**src/rtl/vc_pop_demux.sv**
```systemverilog
// Pops the main FIFO and routes each word to VC0 or VC1 by its class bit.
// Latency: pop_main to push_vcX is 2 cycles; one word per cycle sustained.
// Backpressure: pause on either VC, or an empty main FIFO, stops popping in the same cycle.
//
// Ports:
//   clk, reset_L            clock and synchronous active-low reset
//   enable                  1 = pop and route, 0 = stop popping and drain in-flight words
//   fifo_empty_main         main FIFO empty flag
//   data_demux_vc           main FIFO registered read data (valid the cycle after pop_main)
//   pause_vc0/1, full_vc0/1 VC FIFO almost-full / full flags
//   pop_main                combinational pop request to the main FIFO
//   push_vc0/1, data_vc0/1  registered push strobes and write data to each VC FIFO
//   count_vc0/1             words routed per VC, wrapping modulo 2^CNT_WIDTH
//   idle                    FSM idle with empty pipeline
//   error_demux             sticky: a push was issued into a full VC FIFO
module vc_pop_demux #(
    parameter int DATA_SIZE = 6,
    parameter int CLASS_BIT = DATA_SIZE - 1,
    parameter int CNT_WIDTH = 8
) (
    input  logic                 clk,
    input  logic                 reset_L,
    input  logic                 enable,
    input  logic                 fifo_empty_main,
    input  logic [DATA_SIZE-1:0] data_demux_vc,
    input  logic                 pause_vc0,
    input  logic                 pause_vc1,
    input  logic                 full_vc0,
    input  logic                 full_vc1,
    output logic                 pop_main,
    output logic                 push_vc0,
    output logic                 push_vc1,
    output logic [DATA_SIZE-1:0] data_vc0,
    output logic [DATA_SIZE-1:0] data_vc1,
    output logic [CNT_WIDTH-1:0] count_vc0,
    output logic [CNT_WIDTH-1:0] count_vc1,
    output logic                 idle,
    output logic                 error_demux
);

    typedef enum logic [1:0] {
        IDLE  = 2'd0,
        RUN   = 2'd1,
        DRAIN = 2'd2
    } state_t;

    state_t state;
    state_t state_nxt;
    logic   pop_d;
    logic   word_class;

    always_comb begin
        state_nxt = state;
        case (state)
            IDLE:    if (enable) state_nxt = RUN;
            RUN:     if (!enable) state_nxt = DRAIN;
            // Re-enable wins over finishing the drain.
            DRAIN: begin
                if (enable) begin
                    state_nxt = RUN;
                end else if (!pop_d) begin
                    state_nxt = IDLE;
                end
            end
            default: state_nxt = IDLE;
        endcase
    end

    // Both pauses gate the pop: the destination of a word is unknown until
    // it has been read out of the main FIFO.
    assign pop_main = reset_L & (state == RUN) & enable & ~fifo_empty_main
                      & ~pause_vc0 & ~pause_vc1;

    assign word_class = data_demux_vc[CLASS_BIT];

    assign idle = (state == IDLE) & ~pop_d & ~push_vc0 & ~push_vc1;

    always_ff @(posedge clk) begin
        if (!reset_L) begin
            state       <= IDLE;
            pop_d       <= 1'b0;
            push_vc0    <= 1'b0;
            push_vc1    <= 1'b0;
            data_vc0    <= '0;
            data_vc1    <= '0;
            count_vc0   <= '0;
            count_vc1   <= '0;
            error_demux <= 1'b0;
        end else begin
            state    <= state_nxt;
            pop_d    <= pop_main;
            push_vc0 <= pop_d & ~word_class;
            push_vc1 <= pop_d & word_class;
            if (pop_d && !word_class) begin
                data_vc0  <= data_demux_vc;
                count_vc0 <= count_vc0 + CNT_WIDTH'(1);
            end
            if (pop_d && word_class) begin
                data_vc1  <= data_demux_vc;
                count_vc1 <= count_vc1 + CNT_WIDTH'(1);
            end
            // The push into a full FIFO is still issued; only the flag records it.
            error_demux <= error_demux | (push_vc0 & full_vc0) | (push_vc1 & full_vc1);
        end
    end

endmodule

```
**config.mk**
```make
export PLATFORM = sky130hd
export DESIGN_NAME = vc_pop_demux
export DESIGN_NICKNAME = d
export VERILOG_FILES = /design/src/rtl/vc_pop_demux.sv
export SDC_FILE = /design/constraint.sdc
export NUM_CORES = 1
export LEC_CHECK = 0
export ABC_AREA = 0
export CORE_UTILIZATION = 44
export CTS_BUF_LIST = sky130_fd_sc_hd__clkbuf_4 sky130_fd_sc_hd__clkbuf_8 sky130_fd_sc_hd__clkbuf_16
export DETAILED_ROUTE_END_ITERATION = 16
export PLACE_DENSITY = 0.87
export SLEW_MARGIN = 25
export SYNTH_ARGS = -nofsm -noshare
export SYNTH_HDL_FRONTEND = slang
export SYNTH_SLANG_ARGS = --single-unit
```
**constraint.sdc**
```tcl
create_clock -name clk -period 1.3 [get_ports clk]
set_input_delay 0.195 -clock clk [delete_from_list [all_inputs] [get_ports clk]]
set_output_delay 0.195 -clock clk [all_outputs]
set_load 0.01 [all_outputs]
```
# Yosys cells after proc, flatten, opt, wreduce, memory -nomap -nowiden
# Cells that the tools add are included.
[classes]
addsub = 2
n_mul = 0
n_div = 0
order_cmp = 0
n_eq_ne = 5
n_shift = 0
muxes = 5
bitwise = 21
n_reduce_logical = 5
[ops]
columns = ["cell", "n"]
rows = [
  ["8-bit by 1-bit adder with 8-bit output, second input constant", 2],
  ["1-bit bitwise AND", 12],
  ["2-bit 2-to-1 mux", 4],
  ["1-bit NOT", 7],
  ["2-bit one-hot mux with 3 select lines", 1],
  ["2-bit != test, second input constant", 2],
  ["3-bit != test, second input constant", 1],
  ["3-bit AND reduction", 1],
  ["2-bit by 1-bit == test with 1-bit output, second input constant", 1],
  ["2-bit == test, second input constant", 1],
  ["1-bit logical AND", 2],
  ["2-bit logical NOT", 1],
  ["1-bit OR", 2],
  ["1-bit logical NOT", 1],
]
[totals]
register_bits = 34
latchBits = 0
mem_bits_rw = 0
mem_bits_ro = 0
input_bits = 14
output_inout_bits = 33
word_cells = 47
mem_count = 0

# Depth between registers and ports, before layout
# Gate-level depths: netlist of run 1.
[logic_depth]
word_depth = 6
mapped_depth = 5
ltp_nobuf = 4

# Worst setup path after synthesis of run 1
# Ideal clock, no wire load.
[synth_path]
path_type = "flip-flop to output port"
from = "register pop_d"
to = "output port idle"
arrival_time_ns = 1.088
t_required_ns = 1.105
setup_slack_ns = 0.017
path_stages_with_launch = 4
path_buffers = 1
cell_sequence = "dfxtp_1 -> buf_4 -> or4_1 -> nor2_1"
[synth_via]
elab_chain_len = 4
[synth_rtl]
columns = ["element", "line_no", "source"]
rows = [
  ["from (decl)", "49", "logic pop_d;"],
  ["from (signal assigned)", "91", "pop_d <= pop_main;"],
  ["1-bit NOT", "76", "assign idle = (state == IDLE) & ~pop_d & ~push_vc0 & ~push_vc1;"],
  ["1-bit bitwise AND (3 in a row)", "76", ""],
  ["to (decl)", "37", "output logic idle,"],
]
# No other way between the ends.

# Worst setup path in the final report of run 1
# Same ends and word-level chain as after synthesis.

==> impl_results.md, run 1 <==
- Outcome: finished, violations left
- Violations in the final reports: DRC, setup timing
- Min-Delay Path Depth: 2
- Cell with the largest stage delay on the worst path: sky130_fd_sc_hd__or4_1
- Crit path setup slack, layout: -0.317 ns
- Level count of the clock H-tree: 2
- Mux contribution to synthesized area: 3.78%
- Critical Path Start Type: flop
- Cell-internal power: 1.36 mW
- Total number of nets in the final design: 239
- Setup TNS Final: -0.530 ns
- Via density: 5.27
- Share of the synthesized area in compound gates (AO/OA/AOI/OAI): 10.0%
- Initial Util: 48.0%
- Critical path start-end classification: flop to output pin
- Largest voltage drop on the vdd net: 0.907 mV
- Critical path cell sequence: or4_1, nor2_1, buf_2
- All-Layer GR Usage: 23.7%
- Type of the most critical hold path: primary input to flop
- Core Util, Final: 72.8%
- Average routed wire per standard cell: 14.1 um
- Overall die area: 3310 um^2
- Buffers from clock root to sink, at most: 2
- Global placement routability congestion: 0.941
- Number of hold-slack violations in the final timing report: 0
- Power share of the sequential group: 60.8%
- CTS sink cnt: 34
- Launch instance of the worst min-delay path: enable
- Combinational Power Share: 6.8%
- Delay of the slowest critical-path stage: 0.52 ns
- CTS buffer count: 5
- Terminating pin of the worst hold path: state[1]$_SDFFE_PN0P_
- Number of standard cells after synthesis: 158
- Total routed wirelength: 3590 um
- # placed instances: 246
- Clock Power Share: 32.4%
- Arrival time worst endpoint: 1.42 ns
- Clock tree skew after final layout: 0.0134 ns
- Sum of net half-perimeters after detailed placement: 2740 um
- Number of cells in the finished layout apart from fillers: 254
- Number of antenna violations at the first check in global routing: 0
- Required time of the worst setup path: 1.11 ns
- Die width: 57.5 um
- Switching fraction of total power: 21.1%
- Number of nets still failing antenna checks after routing: 0
- Slew HR: 80.8%
- Layout cell share with drive strength beyond 1: 22.4%
- Worst hold margin: 0.0966 ns
- Worst slew pin tran: 0.284 ns
- Period utilization: 124%
- Area overhead of the layout relative to synthesis: 51.7%
- Power per standard cell area: 835 nW/um^2
- Detailed-route DRC error count: 5
- Number of buffers added to fix hold violations after cts: 0
- Combined area of all synthesized cells: 1360 um^2
- CTS tree: yes
- Number of placement rows: 19
- Sequential element share of the synthesized area: 50.1%
- Xor/xnor cell area share of the yosys netlist: 2.58%
- Simple-gate portion of the synthesized area: 27.3%
- Min Tclk post-route: 1.62 ns
- Static power due to leakage: 0.929 nW
- Vertical die dimension: 57.5 um
- Adder-Cell Fraction of Synth Area: 1.84%
- Router iterations before antenna repair: 10
- Antenna cells: 0
- Placeable Area: 2830 um^2
- Highest fanout seen on the critical path: 2
- I/O pin count: 47
- Total gr overflow: 0
- Clock latency at the later pin of the worst-skew pair: 0.33 ns
- Main combinational cell family by area after synthesis: simple AND/OR/NAND/NOR gates
- Root Buffer Master: sky130_fd_sc_hd__clkbuf_4
- Highest attainable clock frequency: 0.618 GHz
- Total number of vias: 1,338
- Internal reg-to-reg setup slack: -0.05 ns
- RSZ-0062 raised after global routing: true
- Synthesis warning total: 0
- Vias in the first global route: 1,367
- MaxCap Viol Count: 0
- Switching power: 364 uW
- Synthesized Nets: 174
- Global-route wire length before repair: 5810 um
- Clock-pin slew on the worst setup and hold paths: 0.10 ns
- Register bit count reported by yosys: 34
- Cell count of the worst reg-to-reg path: 5
- Count of unique library cells instantiated by Yosys: 32
- Commonest cells after routing, fill and taps aside: sky130_fd_sc_hd__nand2_1, sky130_fd_sc_hd__dlygate4sd2_1, sky130_fd_sc_hd__dfxtp_1
- Final setup violation count: 4
- Critical Path End Type: output pin
- Final max-slew violation count: 0
- IO Port Bufs: 46
- Worst r2r src: pop_d$_SDFF_PN0_
- Starting DRC count in detailed routing: 58
- Worst R2R End: count_vc1[3]$_SDFFE_PN0P_
- Pin count of the biggest net entering global routing: 11
- Post-synthesis average cell area: 8.59 um^2
Yosys cell counts:
cell	n	area, um^2
sky130_fd_sc_hd__dfxtp_1	34	681
sky130_fd_sc_hd__nand2_1	32	120
sky130_fd_sc_hd__a21oi_1	19	95.1
sky130_fd_sc_hd__nor2_1	10	37.5
sky130_fd_sc_hd__buf_2	5	25.0
sky130_fd_sc_hd__nand2b_1	5	31.3
sky130_fd_sc_hd__nand3_1	5	25.0
sky130_fd_sc_hd__o21ai_0	5	25.0
sky130_fd_sc_hd__or3_1	5	31.3
sky130_fd_sc_hd__inv_1	4	15.0
sky130_fd_sc_hd__mux2i_1	4	40.0
sky130_fd_sc_hd__xnor2_1	3	26.3
sky130_fd_sc_hd__clkbuf_1	2	7.51
sky130_fd_sc_hd__ha_1	2	25.0
sky130_fd_sc_hd__nand4_1	2	12.5
sky130_fd_sc_hd__nor3_1	2	10.0
sky130_fd_sc_hd__nor4_1	2	12.5
sky130_fd_sc_hd__nor4bb_1	2	20.0
sky130_fd_sc_hd__or4_1	2	15.0
sky130_fd_sc_hd__a221oi_1	1	8.76
sky130_fd_sc_hd__and2_1	1	6.26
sky130_fd_sc_hd__and2b_1	1	7.51
sky130_fd_sc_hd__and3_1	1	6.26
sky130_fd_sc_hd__buf_4	1	7.51
sky130_fd_sc_hd__clkinv_1	1	3.75
sky130_fd_sc_hd__mux2_2	1	11.3
sky130_fd_sc_hd__nand2_2	1	6.26
sky130_fd_sc_hd__nand3b_1	1	7.51
sky130_fd_sc_hd__nand4b_1	1	8.76
sky130_fd_sc_hd__nor4_2	1	12.5
sky130_fd_sc_hd__o31ai_1	1	7.51
sky130_fd_sc_hd__xor2_1	1	8.76
flip-flops by register name, summed over array words and instances (netlist names):
name         cells
data_vc0         6
data_vc1         6
pop_d            1
push_vc1         1
push_vc0         1
error_demux      1
count_vc0        8
state            2
count_vc1        8
stage by stage:
stage	worst slack, ns	area [um^2]	power, mW
after floorplan	0.0169	1360	1.11
after detailed placement	-0.617	1960	1.19
final	-0.317	2060	1.72
after global routing	-0.379	2060	1.79
after global placement	-0.542	1960	1.18
after CTS	-0.338	1990	1.73
layout make-up:
class / instances / area [um^2]
clock buffer: 7 / 52.6
fill: 202 / 769
inverter: 5 / 18.8
multi-input combinational: 111 / 687
sequential: 34 / 694
tap: 31 / 38.8
timing repair buffer: 66 / 568
per-layer routing:
metal,wire [um],global-route usage (%)
met4,56,11.1
met1,1390,25.0
met2,1930,41.5
met3,212,8.84
met5,0,0
logic make-up (layout without fill, tap and decap cells):
family          after synthesis  in the layout
fa+ha+maj                     2              2
flops                        34             34
compound gates               26             26
buf+inv                      13             78
mux                           5              5
simple gates                 74             74
xor+xnor                      4              4
power by group through the flow:
stage	Sequential, mW	Combinational [mW]	Clock, mW
after floorplan	1.07	0.0331	0
after global placement	1.07	0.109	0
after detailed placement	1.07	0.114	0
after CTS	1.05	0.112	0.575
after global routing	1.05	0.125	0.618
final	1.05	0.117	0.557
what timing repair did:
action,in CTS,in global routing
resized for setup,49,15
buffers inserted,0,1
endpoints found under the hold margin,0,0
endpoints found under the setup margin,36,9
pin swaps,3,4
how the worst max path moves through the flow:
| stage | end | depth (start not counted) | from |
|---|---|---|---|
| 2_1_floorplan | idle | 3 | pop_d$_SDFF_PN0_ |
| 3_3_place_gp | pop_main | 4 | fifo_empty_main |
| 3_5_place_dp | pop_main | 4 | fifo_empty_main |
| 4_1_cts | idle | 3 | pop_d$_SDFF_PN0_ |
| 5_1_grt | idle | 3 | pop_d$_SDFF_PN0_ |
| 6_report | idle | 3 | pop_d$_SDFF_PN0_ |
worst max-delay path: cells and delay by family, from the launching register on:
family                 cells  cell delay (ns)
buffers and inverters      1             0.14
AND/OR/NAND/NOR            2             0.63
flip-flops                 1             0.32
No activity file was read; power rests on OpenSTA's default activity.
==> run 2, diff against run 1 <==
- CTS_CLUSTER_DIAMETER: unset -> 100
- SKIP_LAST_GASP: unset -> 1
==> impl_results.md, run 2 (same netlist as run 1, synthesis figures left out) <==
- Worst r2r src: pop_d$_SDFF_PN0_
- Arrival time worst endpoint: 1.42 ns (about the same)
- Initial Util: 48.0% (unchanged)
- Highest fanout seen on the critical path: 2 (unchanged)
- Sum of net half-perimeters after detailed placement: 2740 um (unchanged)
- CTS buffer count: 5 (unchanged)
- Critical Path End Type: output pin
- Highest attainable clock frequency: 0.619 GHz (+0.16%)
- Placed Instance Area: 1960 um^2 (unchanged)
- Commonest cells after routing, fill and taps aside: sky130_fd_sc_hd__nand2_1, sky130_fd_sc_hd__dlygate4sd2_1, sky130_fd_sc_hd__dfxtp_1
- Type of the most critical hold path: primary input to flop
- Slew HR: 80.8% (about the same)
- Grt met3 use: 8.84% (unchanged)
- End point of the critical path: idle
- Outcome: finished, violations left
- Post-route total power: 1.72 mW (about the same)
- Starting DRC count in detailed routing: 69 (+19%)
- Overall die area: 3310 um^2 (unchanged)
- Root Buffer Master: sky130_fd_sc_hd__clkbuf_4
- Critical path start-end classification: flop to output pin
- Largest registers: count_vc0: 8 flops, count_vc1: 8 flops
- Average routed wire per standard cell: 14.1 um (-0.31%)
- Total gr overflow: 0 (unchanged)
- Number of buffers added to fix hold violations after cts: 0 (unchanged)
- Met2 demand-to-capacity share in global routing: 41.5% (unchanged)
- Via density: 5.26 (about the same)
- Core Util, Final: 72.6% (-0.18 points)
- IO Port Bufs: 46 (unchanged)
- Internal reg-to-reg setup slack: -0.04 ns (about the same)
- Level count of the clock H-tree: 2 (unchanged)
- Worst hold margin: 0.0941 ns (-0.00258 ns)
- Final max-slew violation count: 0 (unchanged)
- Vias in the first global route: 1,367 (unchanged)
- Worst slew pin tran: 0.284 ns (+0.00000823 ns)
- Vertical die dimension: 57.5 um (unchanged)
- Placeable Area: 2830 um^2 (unchanged)
- Area overhead of the layout relative to synthesis: 51.3%
- Die width: 57.5 um (unchanged)
- Number of hold-slack violations in the final timing report: 0 (unchanged)
- Period utilization: 124% (-0.20 points)
- Final setup violation count: 4 (unchanged)
- Clock-pin slew on the worst setup and hold paths: 0.10 ns (about the same)
- Total number of nets in the final design: 239 (unchanged)
- Power per standard cell area: 837 nW/um^2 (+0.28%)
- Antenna cells: 0 (unchanged)
- M1 GR Usage: 25.0% (unchanged)
- Setup TNS Final: -0.511 ns (+0.0194 ns)
- Crit path setup slack, layout: -0.315 ns (+0.00263 ns)
- Number of antenna violations at the first check in global routing: 0 (unchanged)
- Router iterations before antenna repair: 10 (unchanged)
- Routing layer with the top usage in global route: met2
- RSZ-0062 raised after global routing: true
- CTS tree: yes
- Number of placement rows: 19 (unchanged)
- I/O pin count: 47 (unchanged)
- Global-route wire length before repair: 5810 um (unchanged)
- Layout cell share with drive strength beyond 1: 22.0% (-0.45 points)
- Violations in the final reports: DRC, setup timing
- Critical Path Start Type: flop
- Largest voltage drop on the vdd net: 0.908 mV (+0.15%)
- Clock latency at the later pin of the worst-skew pair: 0.33 ns (about the same)
- Detailed-route DRC error count: 4 (-1)
- Clock tree skew after final layout: 0.0142 ns (+0.000782 ns)
- Min Tclk post-route: 1.61 ns (-0.00263 ns)
- Static power due to leakage: 0.929 nW (about the same)
- CTS sink cnt: 34 (unchanged)
- Buffers from clock root to sink, at most: 2 (unchanged)
- Cell count of the worst reg-to-reg path: 5 (unchanged)
- Critical path startpoint: pop_d$_SDFF_PN0_
- Total number of vias: 1,337 (-0.075%)
- MaxCap Viol Count: 0 (unchanged)
- All-Layer GR Usage: 23.7% (unchanged)
- Worst R2R End: count_vc1[3]$_SDFFE_PN0P_
- Total routed wirelength: 3580 um (-0.31%)
- Global placement routability congestion: 0.941 (unchanged)
- Pin count of the biggest net entering global routing: 11 (unchanged)
- Number of nets still failing antenna checks after routing: 0 (unchanged)
- Required time of the worst setup path: 1.11 ns (about the same)
- Final std cell area, no fill: 2050 um^2 (-0.24%)
run 2: metal layers:
layer  share of wire (%)  vias to the layer above
li1                    -                      665
met3                 5.7                        7
met5                   0                        -
met1                  39                      633
met4                 1.6                        0
met2                  54                       32
run 2: how the worst min path moves through the flow:
stage,from,to,slack (ns),depth (start not counted)
after floorplan,enable,state[1]$_SDFFE_PN0P_,0.27,1
after global placement,data_vc1[3]$_SDFFE_PN0P_,data_vc1[3]$_SDFFE_PN0P_,0.44,2
after detailed placement,data_vc1[1]$_SDFFE_PN0P_,data_vc1[1]$_SDFFE_PN0P_,0.45,2
after CTS,enable,state[1]$_SDFFE_PN0P_,0.43,2
after global routing,enable,state[1]$_SDFFE_PN0P_,0.07,2
final,enable,state[1]$_SDFFE_PN0P_,0.09,2
run 2: worst max-delay path, cell delays in order, from the launching register on:
cell	delay [ns]
sky130_fd_sc_hd__dfxtp_1	0.32
sky130_fd_sc_hd__or4_1	0.52
sky130_fd_sc_hd__nor2_1	0.11
sky130_fd_sc_hd__buf_2	0.14
run 2: power breakdown:
group / total (mW) / switching [mW] / internal [mW]
clock: 0.558 / 0.312 / 0.245
combinational: 0.117 / 0.0487 / 0.0680
sequential: 1.05 / 0.00300 / 1.04
total: 1.72 / 0.364 / 1.36
run 2: repair_timing:
item / 4_1_cts / 5_1_grt
gates cloned: 0 / 0
setup buffers: 0 / 1
resized for setup: 49 / 14
pin swaps: 3 / 4
setup endpoints to repair: 36 / 9
run 2: through the flow:
stage               setup slack, ns  instances
floorplan                    0.0169        158
CTS                          -0.338        253
finish                       -0.315        254
global route                 -0.379        254
global placement             -0.542        246
detailed placement           -0.617        246
run 2: final cells by class:
type | count | area (um^2)
clock buffer | 7 | 52.6
fill | 202 | 774
inverter | 5 | 18.8
multi-input combinational | 111 | 682
sequential | 34 | 694
tap | 31 | 38.8
timing repair buffer | 66 | 568
